## config.mk

```make
export PLATFORM = sky130hd
export DESIGN_NAME = load_store_unit_flat
export DESIGN_NICKNAME = d
export VERILOG_FILES = /design/src/rtl/load_store_unit_if.sv /design/src/rtl/load_store_unit.sv /design/src/flat_wrapper.sv
export SDC_FILE = /design/constraint.sdc
export NUM_CORES = 1
export LEC_CHECK = 0
export BUFFER_PORTS_ARGS = -buffer_cell sky130_fd_sc_hd__buf_2
export CAP_MARGIN = 10
export CORE_MARGIN = 2
export CORE_UTILIZATION = 56
export DETAILED_ROUTE_END_ITERATION = 8
export PLACE_DENSITY = 0.81
export SLEW_MARGIN = 20
export SYNTH_ARGS = -nofsm -noshare
export SYNTH_HDL_FRONTEND = slang
export SYNTH_SLANG_ARGS = --single-unit
```

## constraint.sdc

```tcl
create_clock -name clk -period 15.66 [get_ports clk]
set_input_delay 3.132 -clock clk [delete_from_list [all_inputs] [get_ports clk]]
set_output_delay 3.132 -clock clk [all_outputs]
set_load 0.01 [all_outputs]
```

## src/rtl/load_store_unit_if.sv

```systemverilog
// Request/response and memory-side signals of the load/store unit.
// slave: the unit itself; master: the core and memory environment around it.
interface load_store_unit_if #(
  parameter int unsigned WIDTH = 64
);
  logic             req_valid;
  logic             req_ready;
  logic             req_we;
  logic [1:0]       req_size;
  logic             req_unsigned;
  logic [WIDTH-1:0] req_addr;
  logic [WIDTH-1:0] req_wdata;
  logic             rsp_valid;
  logic [WIDTH-1:0] rsp_rdata;
  logic             rsp_err;
  logic             mem_wen;
  logic             mem_ren;
  logic [WIDTH-1:0] mem_addr;
  logic [WIDTH-1:0] mem_wdata;
  logic [WIDTH-1:0] mem_rdata;

  modport master (
    output req_valid, req_we, req_size, req_unsigned, req_addr, req_wdata, mem_rdata,
    input  req_ready, rsp_valid, rsp_rdata, rsp_err, mem_wen, mem_ren, mem_addr, mem_wdata
  );

  modport slave (
    input  req_valid, req_we, req_size, req_unsigned, req_addr, req_wdata, mem_rdata,
    output req_ready, rsp_valid, rsp_rdata, rsp_err, mem_wen, mem_ren, mem_addr, mem_wdata
  );
endinterface

```

## src/rtl/load_store_unit.sv

```systemverilog
// Load/store unit: byte..dword accesses mapped onto an aligned dword memory interface.
// Optional MISALIGN_TRAP_EN: misaligned requests return rsp_err without touching memory.
module load_store_unit #(
  parameter int unsigned WIDTH   = 64,
  parameter int unsigned MEM_LAT = 1
) (
  input  logic              clk,
  input  logic              reset,
  load_store_unit_if.slave  bus
);

  typedef enum logic [2:0] {StIdle, StRd, StRdw, StWr, StResp} state_e;

  state_e           state;
  logic             we_q;
  logic             uns_q;
  logic [1:0]       size_q;
  logic [2:0]       off_q;
  logic [1:0]       wait_q;
  logic [WIDTH-1:0] addr_q;
  logic [WIDTH-1:0] wdata_q;
  logic             trap;

  // Replace bytes [off .. off+n-1] of the old dword; bytes past 7 are dropped.
  function automatic logic [63:0] merge(input logic [63:0] old, input logic [63:0] wd,
                                        input logic [1:0] size, input logic [2:0] off);
    logic [63:0] r;
    int          o;
    int          n;
    r = old;
    o = int'(off);
    n = 1 << size;
    for (int i = 0; i < 8; i++) begin
      if (i >= o && i < o + n) r[8*i +: 8] = wd[8*(i-o) +: 8];
    end
    return r;
  endfunction

  function automatic logic [63:0] extract(input logic [63:0] rd, input logic [1:0] size,
                                          input logic [2:0] off, input logic uns);
    logic [63:0] f;
    f = rd >> {off, 3'b000};
    case (size)
      2'b00:   f = uns ? {56'd0, f[7:0]}  : {{56{f[7]}}, f[7:0]};
      2'b01:   f = uns ? {48'd0, f[15:0]} : {{48{f[15]}}, f[15:0]};
      2'b10:   f = uns ? {32'd0, f[31:0]} : {{32{f[31]}}, f[31:0]};
      default: ;
    endcase
    return f;
  endfunction

`ifdef MISALIGN_TRAP_EN
  always_comb begin
    case (bus.req_size)
      2'b01:   trap = bus.req_addr[0];
      2'b10:   trap = |bus.req_addr[1:0];
      2'b11:   trap = |bus.req_addr[2:0];
      default: trap = 1'b0;
    endcase
  end
`else
  assign trap = 1'b0;
`endif

  always_ff @(posedge clk or posedge reset) begin
    if (reset) begin
      state         <= StIdle;
      we_q          <= 1'b0;
      uns_q         <= 1'b0;
      size_q        <= 2'b00;
      off_q         <= 3'd0;
      wait_q        <= 2'd0;
      addr_q        <= '0;
      wdata_q       <= '0;
      bus.req_ready <= 1'b1;
      bus.rsp_valid <= 1'b0;
      bus.rsp_rdata <= '0;
      bus.rsp_err   <= 1'b0;
      bus.mem_wen   <= 1'b0;
      bus.mem_ren   <= 1'b0;
      bus.mem_addr  <= '0;
      bus.mem_wdata <= '0;
    end else begin
      case (state)
        StIdle: begin
          if (bus.req_valid) begin
            we_q          <= bus.req_we;
            uns_q         <= bus.req_unsigned;
            size_q        <= bus.req_size;
            off_q         <= bus.req_addr[2:0];
            addr_q        <= {bus.req_addr[WIDTH-1:3], 3'b000};
            wdata_q       <= bus.req_wdata;
            bus.req_ready <= 1'b0;
            if (trap) begin
              state         <= StResp;
              bus.rsp_valid <= 1'b1;
              bus.rsp_err   <= 1'b1;
            end else if (bus.req_we && bus.req_size == 2'b11) begin
              state         <= StWr;
              bus.mem_wen   <= 1'b1;
              bus.mem_addr  <= {bus.req_addr[WIDTH-1:3], 3'b000};
              bus.mem_wdata <= bus.req_wdata;
            end else begin
              state        <= StRd;
              bus.mem_ren  <= 1'b1;
              bus.mem_addr <= {bus.req_addr[WIDTH-1:3], 3'b000};
            end
          end
        end
        StRd: begin
          state        <= StRdw;
          bus.mem_ren  <= 1'b0;
          bus.mem_addr <= '0;
          wait_q       <= 2'(MEM_LAT - 1);
        end
        // Read data is sampled directly off the bus on the last RDW cycle.
        StRdw: begin
          if (wait_q != 2'd0) begin
            wait_q <= wait_q - 2'd1;
          end else if (we_q) begin
            state         <= StWr;
            bus.mem_wen   <= 1'b1;
            bus.mem_addr  <= addr_q;
            bus.mem_wdata <= merge(bus.mem_rdata, wdata_q, size_q, off_q);
          end else begin
            state         <= StResp;
            bus.rsp_valid <= 1'b1;
            bus.rsp_rdata <= extract(bus.mem_rdata, size_q, off_q, uns_q);
          end
        end
        StWr: begin
          state         <= StResp;
          bus.mem_wen   <= 1'b0;
          bus.mem_addr  <= '0;
          bus.mem_wdata <= '0;
          bus.rsp_valid <= 1'b1;
        end
        StResp: begin
          state         <= StIdle;
          bus.rsp_valid <= 1'b0;
          bus.rsp_rdata <= '0;
          bus.rsp_err   <= 1'b0;
          bus.req_ready <= 1'b1;
        end
        default: state <= StIdle;
      endcase
    end
  end

endmodule

```

## src/flat_wrapper.sv

```systemverilog
// flat-port wrapper written by rule: the top's interface ports become plain ports
module load_store_unit_flat 
#(
  parameter int unsigned WIDTH   = 64,
  parameter int unsigned MEM_LAT = 1
)
  (clk, reset, bus_req_valid, bus_req_we, bus_req_size, bus_req_unsigned, bus_req_addr, bus_req_wdata, bus_mem_rdata, bus_req_ready, bus_rsp_valid, bus_rsp_rdata, bus_rsp_err, bus_mem_wen, bus_mem_ren, bus_mem_addr, bus_mem_wdata);
  load_store_unit_if #(.WIDTH(WIDTH)) bus_i ();
  input  logic clk;
  input  logic reset;
  input wire logic [$bits(bus_i.req_valid)-1:0] bus_req_valid;
  input wire logic [$bits(bus_i.req_we)-1:0] bus_req_we;
  input wire logic [$bits(bus_i.req_size)-1:0] bus_req_size;
  input wire logic [$bits(bus_i.req_unsigned)-1:0] bus_req_unsigned;
  input wire logic [$bits(bus_i.req_addr)-1:0] bus_req_addr;
  input wire logic [$bits(bus_i.req_wdata)-1:0] bus_req_wdata;
  input wire logic [$bits(bus_i.mem_rdata)-1:0] bus_mem_rdata;
  output wire logic [$bits(bus_i.req_ready)-1:0] bus_req_ready;
  output wire logic [$bits(bus_i.rsp_valid)-1:0] bus_rsp_valid;
  output wire logic [$bits(bus_i.rsp_rdata)-1:0] bus_rsp_rdata;
  output wire logic [$bits(bus_i.rsp_err)-1:0] bus_rsp_err;
  output wire logic [$bits(bus_i.mem_wen)-1:0] bus_mem_wen;
  output wire logic [$bits(bus_i.mem_ren)-1:0] bus_mem_ren;
  output wire logic [$bits(bus_i.mem_addr)-1:0] bus_mem_addr;
  output wire logic [$bits(bus_i.mem_wdata)-1:0] bus_mem_wdata;
  assign bus_i.req_valid = bus_req_valid;
  assign bus_i.req_we = bus_req_we;
  assign bus_i.req_size = bus_req_size;
  assign bus_i.req_unsigned = bus_req_unsigned;
  assign bus_i.req_addr = bus_req_addr;
  assign bus_i.req_wdata = bus_req_wdata;
  assign bus_i.mem_rdata = bus_mem_rdata;
  assign bus_req_ready = bus_i.req_ready;
  assign bus_rsp_valid = bus_i.rsp_valid;
  assign bus_rsp_rdata = bus_i.rsp_rdata;
  assign bus_rsp_err = bus_i.rsp_err;
  assign bus_mem_wen = bus_i.mem_wen;
  assign bus_mem_ren = bus_i.mem_ren;
  assign bus_mem_addr = bus_i.mem_addr;
  assign bus_mem_wdata = bus_i.mem_wdata;
  load_store_unit #(.WIDTH(WIDTH), .MEM_LAT(MEM_LAT)) u_core (.clk(clk), .reset(reset), .bus(bus_i));
endmodule
```

==> metrics.cfg <==
[floorplanning]
die_x_microns=189
rows=67
initial_core_util_pct=57.0
die_y_microns=189
dieArea_sq_mm=0.0356
ios=396
core_region_area_sq_mm=0.0335

[worst_setup_path]
cp-end-kind=flop
worstPathCellList=buf_2 > nor4b_2 > buf_4 > a22o_2 > buf_4 > and3_1 > a21oi_1 > o211ai_1
cp.arrival_ns=5.67
path_max_fanout=73
reg2reg_depth=8
r2r-start=u_core.off_q[2]$_DFFE_PP0P_
cpPeakStageDelay_ns=0.76
cpMostUsedCell=buf_4
critPathKind=primary input to flop
rr_endpoint=u_core.bus.mem_wdata[33]$_DFFE_PP0P_
r2r_slack_ns=11.50
critPathBufInv=3
setup.worst_path.start=bus_req_valid
cp_top_family=buffers and inverters
critPathLaunchType=primary input
crit_required_ns=16.10
endpoint=u_core.bus.mem_wdata[1]$_DFFE_PP0P_
slowest_stage=buf_4
path_depth=8

[clock_network]
post_cts_buffers=0
clk_path_buf_depth=3
cts-root-buf=clkbuf_16
clock-sinks=330
clkLatencyLatePin_ns=0.54
hold_buffers=0
cts_buffers=36
path_clk_slew_ns=0.06
cts_resized=0
cts_htree_levels=2
tritoncts=yes

[cells_and_area]
final_cell_area_sq_mm=0.0224
final.fill_count=2607
drive_gt1_share_pct=35.7
fin_cells=2587
area_growth_pct=17.2
final_util_pct=66.8
fin_nets=2325
final_common_cell=buf_2
final_cell_mix=buf_2, dfrtp_1, mux2_2

[sta]
rsz0062_at_grt=no
timing.final.crit_share_pct=33.4
setup_violations=0
hold_viol=0
tightest_slew_ns=1.21
maxSlewViolCount=0
relSlewSlack_pct=19.3
period_minus_slack_ns=5.23
fin_worst_skew_ns=0.0111
setup-tns-final_ns=0
timing.fmax_ghz=0.191

[route]
wire_per_inst_microns=27.0
route.detailed.drc=0
drt_iter0_markers=2269
wl_mm=69.8
vias_per_cell=6.72
postRouteAntennaNets=0
via_count=17400
drtPass1Iterations=5

[synthesis]
synth_seq_area_share_pct=43.2
ys_async_sr_fraction_pct=100
syn_inst=1812
synth_edf_count=0
ys_warn_count=0
synth_seq_cells=330
synth_cell_types=61
avgSynthCellArea_sq_um=10.5
synth.cell_area_sq_mm=0.0191
synth_top_flop_cell=dfrtp_1

[pwr]
power_switching_mw=2.87
pwr-share-clk_pct=13.5
p_per_area_mw_per_mm2=278
power.total_mw=6.24
p_leak_nw=9.94
combPwrFrac_pct=57.8
pwr-share-seq_pct=28.8
p_sw_share_pct=46.1
ir_worst_vdd_uv=224
p_int_mw=3.36

[placed_design]
placed_cells=2519
dp_hpwl_mm=50.3
globalplace.congestion=0.988
postPlaceCellArea_sq_mm=0.0212
port_buffers=391

[grt]
grt_max_degree=131
grt_pass1_wl_mm=107
antenna_found_initial=7
grtUsageTotal_pct=39.3
grt_pass1_vias=17300
grt_overflow_total=0

[hold_path]
hold_class=flop to flop

[outcome]
outcome=finished clean

[job]
maxCapViolCount=0

power groups by stage:
stage | logic, mW | clock network [mW] | registers [mW]
detailed placement | 3.53 | 0 | 1.77
global placement | 3.45 | 0 | 1.74
floorplan | 2.51 | 0 | 1.66
finish | 3.60 | 0.841 | 1.79
global route | 3.87 | 0.884 | 1.83
CTS | 3.55 | 0.850 | 1.76
registers in the layout, summed over array words and instances, names as in the netlist, 3 cells and up:
register	count
u_core.bus.mem_wdata	64
u_core.bus.rsp_rdata	64
u_core.wdata_q	64
u_core.addr_q	61
u_core.bus.mem_addr	61
u_core.off_q	3
u_core.state	3
worst min path at each step:
stage / from / to / slack [ns] / depth (start not counted)
CTS: u_core.bus.rsp_rdata[5]$_DFFE_PP0P_ / u_core.bus.rsp_rdata[5]$_DFFE_PP0P_ / 0.48 / 2
global placement: u_core.bus.rsp_rdata[41]$_DFFE_PP0P_ / u_core.bus.rsp_rdata[41]$_DFFE_PP0P_ / 0.46 / 2
detailed placement: u_core.bus.rsp_rdata[5]$_DFFE_PP0P_ / u_core.bus.rsp_rdata[5]$_DFFE_PP0P_ / 0.47 / 2
finish: u_core.bus.rsp_rdata[5]$_DFFE_PP0P_ / u_core.bus.rsp_rdata[5]$_DFFE_PP0P_ / 0.47 / 2
floorplan: u_core.wait_q[1]$_DFFE_PP0P_ / u_core.wait_q[1]$_DFFE_PP0P_ / 0.47 / 2
global route: u_core.bus.rsp_rdata[61]$_DFFE_PP0P_ / u_core.bus.rsp_rdata[61]$_DFFE_PP0P_ / 0.50 / 2
cells by family (layout without fill, tap and decap cells):
| family | count (synthesis) | after routing | share of synthesized area [%] |
|---|---|---|---|
| AO/OA/AOI/OAI | 498 | 498 | 16.9 |
| AND/OR/NAND/NOR | 415 | 415 | 9.22 |
| multiplexers | 365 | 365 | 25.5 |
| flip-flops | 330 | 330 | 43.2 |
| buffers and inverters | 185 | 503 | 4.01 |
| adder cells (fa/ha/maj) | 16 | 16 | 1.09 |
| XOR/XNOR | 2 | 2 | 0.0917 |
| other | 1 | 10 | 0.0196 |
cell type report:
cell class | count | area (sq um) | share of cell area (%)
multi-input cells | 1300 | 10200 | 45.4
flip-flops and latches | 330 | 8270 | 36.9
repair buffers | 418 | 2160 | 9.64
clock buffers | 47 | 992 | 4.43
well taps | 448 | 561 | 2.50
clock inverters | 14 | 153 | 0.681
inverters | 24 | 97.6 | 0.435
diodes | 6 | 15.0 | 0.0670
routing by layer:
metal / vias to the layer above / routed length (microns) / global-route usage (%)
met5: - / 69 / 0
met3: 214 / 9000 / 11.5
met2: 1190 / 30600 / 57.7
met4: 10 / 3910 / 19.9
met1: 8585 / 26200 / 53.3
li1: 7385 / - / -
tightest hold or removal path, cell delays in order (launching register included):
cell and delay [ns]:
dfrtp_1 0.33, nand2_1 0.05, o21ai_0 0.06
synthesized netlist by cell type, types with 7 or more instances:
cell type | n | area, sq um
a21oi_1 | 172 | 861
a311o_1 | 8 | 80.1
a22oi_1 | 73 | 548
clkbuf_1 | 106 | 398
buf_4 | 7 | 52.6
o21ai_0 | 78 | 390
buf_1 | 17 | 63.8
a221o_1 | 24 | 240
nor3_1 | 10 | 50.1
a2bb2oi_1 | 9 | 78.8
mux4_2 | 80 | 1800
nor2b_1 | 7 | 43.8
ha_1 | 15 | 188
inv_1 | 22 | 82.6
nor2_1 | 157 | 589
dfrtp_1 | 329 | 8230
a221oi_1 | 17 | 149
and3_1 | 25 | 156
buf_2 | 28 | 140
nand3_1 | 43 | 215
o211ai_1 | 8 | 60.1
mux2_2 | 177 | 1990
o22ai_1 | 60 | 375
o221ai_1 | 9 | 78.8
nand2_1 | 155 | 582
o31ai_2 | 7 | 87.6
mux2i_1 | 108 | 1080
per-stage QoR:
stage / worst slack [ns] / hold slack (ns)
after CTS: 10.51 / 0.478
after detailed placement: 9.94 / 0.466
final: 10.43 / 0.473
after global routing: 10.21 / 0.496
after global placement: 10.04 / 0.458
after floorplan: 3.39 / 0.469
(Power assumes the default switching activity.)
